===== src/rtl/julia_pixel_sequencer_if.sv =====
// rtl/julia_pixel_sequencer_if.sv - engine handshake and frame-buffer write bundle for julia_pixel_sequencer
//
// Signals:
//   start        control -> sequencer   frame request
//   ready_in     engine  -> sequencer   engine ready level
//   fin_iter_in  engine  -> sequencer   final iteration count, 0..256
//   x_com/y_com  sequencer -> engine    Q16.16 pixel coordinate
//   wr_en/wr_addr/wr_data sequencer -> frame buffer
//   busy/frame_done       sequencer -> control
// Modports: master = sequencer side, slave = engine/control/frame-buffer side.

interface julia_pixel_sequencer_if #(
    parameter int ADDR_W = 19
);
    logic              start;
    logic              ready_in;
    logic [8:0]        fin_iter_in;
    logic [31:0]       x_com;
    logic [31:0]       y_com;
    logic              wr_en;
    logic [ADDR_W-1:0] wr_addr;
    logic [7:0]        wr_data;
    logic              busy;
    logic              frame_done;

    modport master (
        input  start, ready_in, fin_iter_in,
        output x_com, y_com, wr_en, wr_addr, wr_data, busy, frame_done
    );

    modport slave (
        output start, ready_in, fin_iter_in,
        input  x_com, y_com, wr_en, wr_addr, wr_data, busy, frame_done
    );
endinterface


===== src/rtl/julia_pixel_sequencer.sv =====
// rtl/julia_pixel_sequencer.sv - raster-scan coordinate sequencer and frame-buffer writer for the julia_set engine
//
// Ports:
//   clk  clock
//   rst  asynchronous active-high reset
//   bus  julia_pixel_sequencer_if.master (start, ready_in, fin_iter_in in;
//        x_com, y_com, wr_en, wr_addr, wr_data, busy, frame_done out)
// Optional feature macro: JULIA_SEQ_CONTINUOUS_EN - after the last pixel keep
//   running the next frame instead of returning to IDLE.

module julia_pixel_sequencer #(
    parameter int          H_RES   = 640,
    parameter int          V_RES   = 480,
    parameter int          ADDR_W  = 19,
    parameter logic [31:0] X_START = 32'hFFFE_8000,
    parameter logic [31:0] Y_START = 32'h0001_3333,
    parameter logic [31:0] STEP    = 32'h0000_0133
) (
    input  logic                      clk,
    input  logic                      rst,
    julia_pixel_sequencer_if.master   bus
);
    localparam int X_W = (H_RES > 1) ? $clog2(H_RES) : 1;
    localparam int Y_W = (V_RES > 1) ? $clog2(V_RES) : 1;

    typedef enum logic [1:0] {S_IDLE, S_FLUSH, S_RUN} state_t;

    state_t            r_state;
    state_t            w_state_nxt;
    logic              r_ready_q;
    logic [X_W-1:0]    r_x;
    logic [Y_W-1:0]    r_y;
    logic [ADDR_W-1:0] r_addr;
    logic [31:0]       r_x_com;
    logic [31:0]       r_y_com;
    logic              r_wr_en;
    logic [ADDR_W-1:0] r_wr_addr;
    logic [7:0]        r_wr_data;
    logic              r_frame_done;

    logic w_rise;
    logic w_accept;
    logic w_write;
    logic w_last_x;
    logic w_last_y;

    assign w_rise   = bus.ready_in & ~r_ready_q;
    assign w_last_x = (r_x == X_W'(H_RES - 1));
    assign w_last_y = (r_y == Y_W'(V_RES - 1));

    always_ff @(posedge clk or posedge rst) begin
        if (rst) begin
            r_state <= S_IDLE;
        end else begin
            r_state <= w_state_nxt;
        end
    end

    always_comb begin
        w_state_nxt = r_state;
        w_accept    = 1'b0;
        w_write     = 1'b0;
        case (r_state)
            S_IDLE: begin
                if (bus.start) begin
                    w_accept    = 1'b1;
                    w_state_nxt = S_FLUSH;
                end
            end
            // The first result was computed from whatever coordinate was on
            // the bus before start, so it is dropped.
            S_FLUSH: begin
                if (w_rise) begin
                    w_state_nxt = S_RUN;
                end
            end
            S_RUN: begin
                if (w_rise) begin
                    w_write = 1'b1;
                    if (w_last_x && w_last_y) begin
`ifdef JULIA_SEQ_CONTINUOUS_EN
                        // Coordinates wrap to pixel 0 at this edge, so the
                        // engine's next computation is already valid.
                        w_state_nxt = S_RUN;
`else
                        w_state_nxt = S_IDLE;
`endif
                    end
                end
            end
            default: w_state_nxt = S_IDLE;
        endcase
    end

    always_ff @(posedge clk or posedge rst) begin
        if (rst) begin
            r_ready_q    <= 1'b0;
            r_x          <= '0;
            r_y          <= '0;
            r_addr       <= '0;
            r_x_com      <= X_START;
            r_y_com      <= Y_START;
            r_wr_en      <= 1'b0;
            r_wr_addr    <= '0;
            r_wr_data    <= 8'h00;
            r_frame_done <= 1'b0;
        end else begin
            r_ready_q    <= bus.ready_in;
            r_wr_en      <= w_write;
            r_frame_done <= w_write & w_last_x & w_last_y;
            if (w_accept) begin
                r_x     <= '0;
                r_y     <= '0;
                r_addr  <= '0;
                r_x_com <= X_START;
                r_y_com <= Y_START;
            end else if (w_write) begin
                r_wr_addr <= r_addr;
                // Iteration count 256 means the point never escaped: black.
                r_wr_data <= bus.fin_iter_in[8] ? 8'h00 : bus.fin_iter_in[7:0];
                if (w_last_x) begin
                    r_x     <= '0;
                    r_x_com <= X_START;
                    if (w_last_y) begin
                        r_y     <= '0;
                        r_addr  <= '0;
                        r_y_com <= Y_START;
                    end else begin
                        r_y     <= r_y + Y_W'(1);
                        r_addr  <= r_addr + ADDR_W'(1);
                        r_y_com <= r_y_com - STEP;
                    end
                end else begin
                    r_x     <= r_x + X_W'(1);
                    r_addr  <= r_addr + ADDR_W'(1);
                    r_x_com <= r_x_com + STEP;
                end
            end
        end
    end

    assign bus.x_com      = r_x_com;
    assign bus.y_com      = r_y_com;
    assign bus.wr_en      = r_wr_en;
    assign bus.wr_addr    = r_wr_addr;
    assign bus.wr_data    = r_wr_data;
    assign bus.busy       = (r_state != S_IDLE);
    assign bus.frame_done = r_frame_done;

endmodule


===== src/flat_wrapper.sv =====
// flat-port wrapper written by rule: the top's interface ports become plain ports
module julia_pixel_sequencer_flat 
#(
    parameter int          H_RES   = 640,
    parameter int          V_RES   = 480,
    parameter int          ADDR_W  = 19,
    parameter logic [31:0] X_START = 32'hFFFE_8000,
    parameter logic [31:0] Y_START = 32'h0001_3333,
    parameter logic [31:0] STEP    = 32'h0000_0133
)
  (clk, rst, bus_start, bus_ready_in, bus_fin_iter_in, bus_x_com, bus_y_com, bus_wr_en, bus_wr_addr, bus_wr_data, bus_busy, bus_frame_done);
  julia_pixel_sequencer_if #(.ADDR_W(ADDR_W)) bus_i ();
  input  logic clk;
  input  logic rst;
  input wire logic [$bits(bus_i.start)-1:0] bus_start;
  input wire logic [$bits(bus_i.ready_in)-1:0] bus_ready_in;
  input wire logic [$bits(bus_i.fin_iter_in)-1:0] bus_fin_iter_in;
  output wire logic [$bits(bus_i.x_com)-1:0] bus_x_com;
  output wire logic [$bits(bus_i.y_com)-1:0] bus_y_com;
  output wire logic [$bits(bus_i.wr_en)-1:0] bus_wr_en;
  output wire logic [$bits(bus_i.wr_addr)-1:0] bus_wr_addr;
  output wire logic [$bits(bus_i.wr_data)-1:0] bus_wr_data;
  output wire logic [$bits(bus_i.busy)-1:0] bus_busy;
  output wire logic [$bits(bus_i.frame_done)-1:0] bus_frame_done;
  assign bus_i.start = bus_start;
  assign bus_i.ready_in = bus_ready_in;
  assign bus_i.fin_iter_in = bus_fin_iter_in;
  assign bus_x_com = bus_i.x_com;
  assign bus_y_com = bus_i.y_com;
  assign bus_wr_en = bus_i.wr_en;
  assign bus_wr_addr = bus_i.wr_addr;
  assign bus_wr_data = bus_i.wr_data;
  assign bus_busy = bus_i.busy;
  assign bus_frame_done = bus_i.frame_done;
  julia_pixel_sequencer #(.H_RES(H_RES), .V_RES(V_RES), .ADDR_W(ADDR_W), .X_START(X_START), .Y_START(Y_START), .STEP(STEP)) u_core (.clk(clk), .rst(rst), .bus(bus_i));
endmodule

===== config.mk =====
export PLATFORM = sky130hd
export DESIGN_NAME = julia_pixel_sequencer_flat
export DESIGN_NICKNAME = d
export VERILOG_FILES = /design/src/rtl/julia_pixel_sequencer_if.sv /design/src/rtl/julia_pixel_sequencer.sv /design/src/flat_wrapper.sv
export SDC_FILE = /design/constraint.sdc
export NUM_CORES = 1
export LEC_CHECK = 0
export ABC_AREA = 1
export ABC_CLOCK_PERIOD_IN_PS = 10500
export CORE_MARGIN = 1
export CORE_UTILIZATION = 40
export CTS_BUF_LIST = sky130_fd_sc_hd__clkbuf_16
export DETAILED_ROUTE_END_ITERATION = 10
export PLACE_DENSITY = 0.61
export SYNTH_ARGS = -nofsm -noshare
export SYNTH_HDL_FRONTEND = slang
export SYNTH_SLANG_ARGS = --single-unit

===== constraint.sdc =====
create_clock -name clk -period 10.5 [get_ports clk]
set_input_delay 1.575 -clock clk [delete_from_list [all_inputs] [get_ports clk]]
set_output_delay 1.575 -clock clk [all_outputs]
set_load 0.03 [all_outputs]

Word level (Yosys, flattened, before mapping)
Index checks and enable logic that the tools add are counted.
- bitwise logic cells: 5
- add/subtract/negate cells: 5
- mux-type cells: 28
- equality and inequality tests: 8
- reduce and logical (&&, ||, !) cells: 8
- operator list (cell ; number):
    2-to-1 mux 32 bit ; 7
    2-to-1 mux 19 bit ; 4
    2-to-1 mux 9 bit ; 4
    adder 32 x 9 -> 32 bit (second input constant) ; 1
    subtractor 32 x 9 -> 32 bit (second input constant) ; 1
    2-to-1 mux 10 bit ; 3
    adder 19 x 1 -> 19 bit (second input constant) ; 1
    adder 10 x 1 -> 10 bit (second input constant) ; 1
    == test 10 bit (second input constant) ; 1
    adder 9 x 1 -> 9 bit (second input constant) ; 1
    == test 9 bit (second input constant) ; 1
    2-to-1 mux 2 bit ; 4
    2-to-1 mux 8 bit ; 1
    != test 2 x 1 -> 1 bit (second input constant) ; 3
    one-hot mux 2 bit (3 select lines) ; 1
    nonzero test 2 bit ; 3
    2-to-1 mux 1 bit ; 4
    AND reduction 2 bit ; 2
    AND reduction 4 bit ; 1
    AND 1 bit ; 3
    == test 2 x 1 -> 1 bit (second input constant) ; 1
    == test 2 bit (second input constant) ; 1
    logical NOT 2 bit ; 1
    != test 2 bit (second input constant) ; 1
    other kinds (2) ; 3
- input port bits: 13
- output and inout port bits: 94
- register bits after elaboration: 134
- logic and storage cells: 65

Depth between registers and ports, before layout
Gate-level depths: netlist of the first run.
- depth after elaboration: 6
- mapped depth: 12
- depth with buffers taken out: 12

Worst setup path after synthesis of the first run
Ideal clock, no wire load.
- path type: input to register
- from: in bus_start
- to: reg u_core.r_y_com[23], in the netlist u_core.bus.y_com[23]
- arrival: 2.401 ns
- path slack: 7.979 ns
- library setup time: 0.120 ns
- stages on the path: 7
- cell sequence: nand3_1 > buf_2 > o21ai_4 > buf_6 > nand3_1 > o21ai_0 > nor2_1
- cells in the longest elaborated chain, start to end: 4
- elaborated cells between the ends (all ways): 6
- classes of those cells: 3 x mux; 3 x reduce/logical
- ends and longest elaborated chain (item ; line ; source):
    from (decl) ; flat_wrapper.sv:15 ; input wire logic [$bits(bus_i.start)-1:0] bus_start;
    2-to-1 mux 1 bit * ; julia_pixel_sequencer.sv:65 ; if (bus.start) begin
    2-to-1 mux 1 bit * ; julia_pixel_sequencer.sv:63 ; case (r_state)
    nonzero test 2 bit (no source line) ; n/a ;
    AND reduction 2 bit (no source line) ; n/a ;
    to (signal assigned) ; julia_pixel_sequencer.sv:131 ; r_y_com <= r_y_com - STEP;
    to (decl) ; julia_pixel_sequencer.sv:35 ; logic [31:0] r_y_com;
Every way passes the cells marked *; elsewhere a longest branch is shown, timed or not.
A chain may end at the register's enable or synchronous reset.

Final worst setup path of the first run
- from: in bus_ready_in
- to: reg u_core.r_y_com[15], in the netlist u_core.bus.y_com[15]
- cells in the longest elaborated chain, start to end: 5
- ends and longest elaborated chain (item ; line ; source):
    from (decl) ; flat_wrapper.sv:16 ; input wire logic [$bits(bus_i.ready_in)-1:0] bus_ready_in;
    AND 1 bit ; julia_pixel_sequencer.sv:47 ; assign w_rise = bus.ready_in & ~r_ready_q;
    2-to-1 mux 1 bit ; julia_pixel_sequencer.sv:78 ; if (w_rise) begin
    2-to-1 mux 1 bit ; julia_pixel_sequencer.sv:63 ;
    nonzero test 2 bit (no source line) ; n/a ;
    AND reduction 2 bit (no source line) ; n/a ;
Every way passes these cells.

==> results of run 1 <==
==> through the flow <==
| stage | instance area (sq um) | utilization (%) | total power, uW |
|---|---|---|---|
| 5_1_grt | 9170 | 51.1 | 2800 |
| 3_3_place_gp | 8590 | 47.8 | 2030 |
| 6_report | 9170 | 51.1 | 2620 |
| 3_5_place_dp | 8590 | 47.8 | 2030 |
| 4_1_cts | 9170 | 51.1 | 2640 |
| 2_1_floorplan | 7340 | - | 1610 |
==> how the worst min path moves through the flow <==
stage,startpoint,end,cells after the start
6_report,u_core.bus.wr_addr[18]$_DFFE_PP0P_,u_core.bus.wr_addr[18]$_DFFE_PP0P_,2
5_1_grt,u_core.bus.wr_addr[18]$_DFFE_PP0P_,u_core.bus.wr_addr[18]$_DFFE_PP0P_,2
4_1_cts,u_core.r_state[1]$_DFFE_PP0P_,u_core.r_state[1]$_DFFE_PP0P_,1
3_5_place_dp,u_core.r_state[1]$_DFFE_PP0P_,u_core.r_state[1]$_DFFE_PP0P_,1
3_3_place_gp,u_core.bus.wr_addr[17]$_DFFE_PP0P_,u_core.bus.wr_addr[17]$_DFFE_PP0P_,2
2_1_floorplan,u_core.r_state[1]$_DFFE_PP0P_,u_core.r_state[1]$_DFFE_PP0P_,1
==> final cells by class <==
class | count | share of cell area (%)
Tap cell | 229 | 3.12
Multi-Input combinational cell | 705 | 36.2
Sequential cell | 134 | 36.9
Clock inverter | 15 | 1.69
Inverter | 135 | 5.58
Timing Repair Buffer | 110 | 11.9
Clock buffer | 17 | 4.64
==> cells by family after synthesis <==
logic type               count (synthesis)  share of synthesized area [%]
AND/OR/NAND/NOR                        554                           32.1
buffers and inverters                  159                           8.69
flip-flops                             134                           46.1
AO/OA/AOI/OAI                          118                           8.91
XOR/XNOR                                28                           3.34
adder cells (fa/ha/maj)                  5                          0.852
==> critical path, delay by kind of cell <==
kind / cells / cell delay, ns
compound gates: 1 / 0.19
buf+inv: 4 / 1.69
simple gates: 3 / 0.81
==> flip-flops by register name, summed over array words and instances (netlist names) <==
| signal | flops |
|---|---|
| u_core.bus.x_com | 32 |
| u_core.bus.y_com | 32 |
| u_core.r_ready_q | 1 |
| u_core.bus.frame_done | 1 |
| u_core.bus.wr_data | 8 |
| u_core.r_y | 9 |
| u_core.r_addr | 19 |
| u_core.bus.wr_addr | 19 |
| u_core.bus.wr_en | 1 |
| u_core.r_state | 2 |
| u_core.r_x | 10 |
==> synth_stat cells, types with 2 or more instances <==
library cell	n	share of area, %
a21oi_1	30	2.0
buf_2	9	0.61
buf_4	4	0.41
buf_6	2	0.31
clkbuf_1	8	0.41
dfrtp_1	109	37
dfstp_2	25	8.9
ha_1	5	0.85
inv_1	134	6.9
nand2_1	254	13
nand2_2	2	0.17
nand3_1	84	5.7
nand3_2	2	0.27
nand3b_1	5	0.51
nand4_1	28	2.4
nor2_1	144	7.4
nor2_2	4	0.34
nor3_1	25	1.7
o21ai_0	58	4.0
o21ai_1	3	0.20
o22ai_1	14	1.2
o31ai_1	2	0.20
or2_0	2	0.17
xnor2_1	4	0.48
xor2_1	24	2.9
==> power breakdown <==
part           internal, uW  total, uW  switching [uW]  leakage [uW]
clock                   350        591             241      0.000271
sequential              694        867             173       0.00174
combinational           408       1160             753       0.00227
==> metal layers <==
layer  track usage, %  vias to the layer above  part of all wire [%]
met4             7.57                        0                   1.8
met5                0                        -                     0
met2             33.2                      174                    46
li1                 -                     3418                     -
met1             28.4                     3137                    48
met3             3.24                       27                   4.3
==> results.yml, run 1 <==
grt:
  grt_overflow: 0
  antenna_found_initial: 0
  grtUsageTotal_pct: 20.8
  grt_pass1_vias: 6314
  grt_max_degree: 69
  grt_first_pass_wirelength_microns: 30600
timing:
  rsz0062_at_grt: "false"
  tns_ns: 0
  fin_crit_ns: 4.00
  tightestPinTransition_ns: 0.867
  setup_ws_ns: 6.50
  max_freq_ghz: 0.250
  slew_viol_final: 0
  setup_viol: 0
  holdWs_ns: 0.484
  fin_crit_sh_pct: 38.1
  maxSlewHeadroom_pct: 42.2
  final-hold-violation-count: 0
  finClkSkew_ns: 0.00863
floorplan:
  initial_core_util_pct: 40.9
  pin_count: 107
  die-area_sq_um: 18900
  core.rowCount: 49
  core_sq_um: 18000
  die_x_microns: 137
  die_h_microns: 137
cells_and_area:
  seq_area_sq_um: 3380
  drive_above_1_share_pct: 6.54
  instances_no_fill: 1345
  nets: 1121
  syn2layout_area_growth_pct: 24.9
  final_common_cell: "nand2_1"
  multi_input_area_sq_um: 3320
  num_antenna_cells: 0
  n_fill_cell: 1782
  mostFrequentLayoutCells: "254 x nand2_1, 144 x nor2_1, 133 x inv_1"
clock_tree:
  htree_num_levels: 4
  clk_pin_slew_worst_paths_ns: 0.06
  cts_tree: "done"
  cts-root-buf: "clkbuf_16"
  cts_buffers: 17
  ctsResizeCount: 0
  clockBufferDepth: 2
  cts_setup_buffers: 0
  ctsHoldBuffers: 0
  clk-insertion-delay-late_ns: 0.43
  clock_sinks: 134
drt:
  via_per_inst: 5.02
  first_iter_violations: 435
  vias: 6756
  routed_wirelength_microns: 18700
  avgRoutedWirePerCell_microns: 13.9
  drtPass1Iterations: 5
  ant_nets: 0
  remaining_drc_errors: 0
setup_path:
  rr_startpoint: "u_core.r_x[0]$_DFFE_PP0P_"
  path_cells: "clkdlybuf4s50_1 -> nand3_2 -> buf_4 -> o21ai_4 -> buf_4 -> nand2_1 -> inv_1 -> nor3_1"
  path_max_fanout: 58
  crit_start: "bus_ready_in"
  rr_worst_depth: 9
  critPathArrivalTime_ns: 4.30
  startpoint_type: "primary input"
  crit_path_top_delay_cell: "nand2_1"
  endpoint: "u_core.bus.y_com[15]$_DFFE_PP0P_"
  r2r_slack_ns: 7.61
  worst-setup-path-type: "primary input to register"
  max_stage_delay_ns: 0.63
  endpoint_kind: "register"
  rr_endpoint: "u_core.bus.y_com[15]$_DFFE_PP0P_"
  cpMostUsedCell: "buf_4"
  cp.required_ns: 10.80
placed_design:
  place.detailed.hpwl_microns: 13000
  dp.cells: 1313
  dp_slack_ns: 6.06
  gp_congestion: 0.875
  port_buffers: 106
pwr:
  vdd_drop_max_mv: 0.172
  power_density_nw_per_um2: 286
  p_leak_uw: 0.00428
yosys:
  synth_fp_nets: 1016
  seq_area_frac_synth_pct: 46.1
  syn_area_per_cell_sq_um: 7.36
  synth_flop_cell: "dfrtp_1"
  async_reset_ff_share_pct: 100
  synth_cells: 998
  synth_area_sq_um: 7340
  yosysWarnings: 0
  synth_edf_count: 0
  ys_ff_latch: 134
  synth.distinct_cells: 42
run:
  maxCapViolations: 0
status:
  status: "finished, final reports clean"
worst_hold_path:
  hold_class: "register to register"
Note: power is estimated with default switching activity, not from simulation.
==> run 2, diff against run 1 <==
--- a/config.mk
+++ b/config.mk
@@ -6,7 +6,7 @@
 export NUM_CORES = 1
 export LEC_CHECK = 0
 export ABC_AREA = 1
-export ABC_CLOCK_PERIOD_IN_PS = 10500
+export ABC_CLOCK_PERIOD_IN_PS = 4100
 export CORE_MARGIN = 1
 export CORE_UTILIZATION = 40
 export CTS_BUF_LIST = sky130_fd_sc_hd__clkbuf_16
==> constraint.sdc (replaced) <==
create_clock -name clk -period 4.1 [get_ports clk]
set_input_delay 0.615 -clock clk [delete_from_list [all_inputs] [get_ports clk]]
set_output_delay 0.615 -clock clk [all_outputs]
set_load 0.03 [all_outputs]
==> results.yml, run 2 (synthesis gave the netlist of run 1 again) <==
pwr:
  finalPower_uw: 6960
  vdd_drop_max_mv: 0.509
  p_leak_uw: 0.00434
  power_density_nw_per_um2: 750
setup_path:
  cp_num_buf_inv: 1
  endpoint_kind: "register"
  worst-setup-path-type: "primary input to register"
  path_max_fanout: 44
  critPathTopFamily: "simple AND/OR/NAND/NOR gates"
  rr_worst_depth: 8
  max_stage_delay_ns: 0.57
  cp.depth: 8
  rr_startpoint: "u_core.r_state[0]$_DFFE_PP0P_"
  cp.required_ns: 4.42
  crit_path_top_delay_cell: "nand2_2"
  crit_start: "bus_start"
  critPathArrivalTime_ns: 3.13
  path_cells: "clkdlybuf4s50_1 -> nand3_1 -> nand2_2 -> nand2_4 -> nor2_4 -> nand2_1 -> o21ai_0 -> nor2_1"
  startpoint_type: "primary input"
drt:
  via_per_inst: 5.00
  remaining_drc_errors: 0
  ant_nets: 0
  drtPass1Iterations: 5
  vias: 6741
  routed_wirelength_microns: 18500
  first_iter_violations: 446
  avgRoutedWirePerCell_microns: 13.8
timing:
  fin_crit_ns: 2.81
  final-hold-violation-count: 0
  rsz0062_at_grt: "false"
  setup_viol: 0
  tns_ns: 0
  finClkSkew_ns: 0.00906
  tightestPinTransition_ns: 0.849
  slew_viol_final: 0
  max_freq_ghz: 0.356
  maxSlewHeadroom_pct: 43.4
  fin_crit_sh_pct: 68.6
  holdWs_ns: 0.424
cells_and_area:
  final_common_cell: "nand2_1"
  instances_no_fill: 1347
  drive_above_1_share_pct: 6.89
  syn2layout_area_growth_pct: 26.5
  mostFrequentLayoutCells: "254 x nand2_1, 144 x nor2_1, 133 x inv_1"
  nets: 1124
  num_antenna_cells: 0
placed_design:
  gp_congestion: 0.871
  dp.cells: 1316
  port_buffers: 106
  place.detailed.hpwl_microns: 13100
floorplan:
  core_sq_um: 18000
  die-area_sq_um: 18900
  die_x_microns: 137
  die_h_microns: 137
  core.rowCount: 49
  initial_core_util_pct: 40.9
  pin_count: 107
clock_tree:
  cts-root-buf: "clkbuf_16"
  cts_tree: "done"
  clk_pin_slew_worst_paths_ns: 0.06
  clockBufferDepth: 2
  ctsHoldBuffers: 0
  clock_sinks: 134
  cts_buffers: 17
  htree_num_levels: 4
  clk-insertion-delay-late_ns: 0.43
  cts_setup_buffers: 0
  ctsResizeCount: 0
worst_hold_path:
  hold_class: "primary input to asynchronous set/reset pin"
status:
  status: "finished, final reports clean"
grt:
  grt_pass1_vias: 6440
  grt_max_degree: 67
  antenna_found_initial: 0
  grt_overflow: 0
  grt_first_pass_wirelength_microns: 31600
  grtUsageTotal_pct: 21.3
run:
  maxCapViolations: 0
run 2: cell count changes in the layout (fill, tap and decap cells not counted):
cell        before  now
buf_4            4    7
bufinv_16        2    6
clkinv_1         2    0
clkinv_2         1    0
clkinv_4         3    2
clkinvlp_4       4    3
run 2: area by class of cell:
cell class,count,area [sq um]
Multi-Input combinational cell,705,3320
Inverter,135,510
Timing Repair Buffer,113,1110
Tap cell,229,287
Sequential cell,134,3380
Clock inverter,14,248
Clock buffer,17,425
Fill cell,1761,8680
run 2: per-layer routing:
metal  share of wire [%]  vias up  global-route usage (%)
li1                    -     3432                       -
met1                  49     3135                    29.2
met2                  46      149                    33.5
met3                 3.9       25                    3.94
met4                 1.8        0                    7.69
met5                   0        -                       0
run 2: final timing paths:
kind | end | slack (ns)
hold / removal | u_core.bus.wr_data[1]$_DFFE_PP0P_ | 0.42
hold reg to reg | u_core.bus.wr_addr[12]$_DFFE_PP0P_ | 0.48
min in group clk | u_core.bus.wr_addr[12]$_DFFE_PP0P_ | 0.48
setup / recovery | u_core.bus.y_com[18]$_DFFE_PP0P_ | 1.29
max in group asynchronous | u_core.r_y[2]$_DFFE_PP0P_ | 2.64
setup reg to reg | u_core.bus.y_com[18]$_DFFE_PP0P_ | 1.44
run 2: metrics by stage:
step,utilization (%),setup slack [ns],area (sq um)
floorplan,-,1.84,7350
global placement,48.0,0.876,8610
detailed placement,48.0,0.823,8610
CTS,51.7,1.26,9290
global route,51.7,0.997,9290
finish,51.7,1.29,9290
run 2: where the power goes:
part,switching [uW],total (uW),internal [uW]
clock network,617,1760,1150
logic,1940,2990,1050
registers,437,2210,1780
total,2990,6960,3970
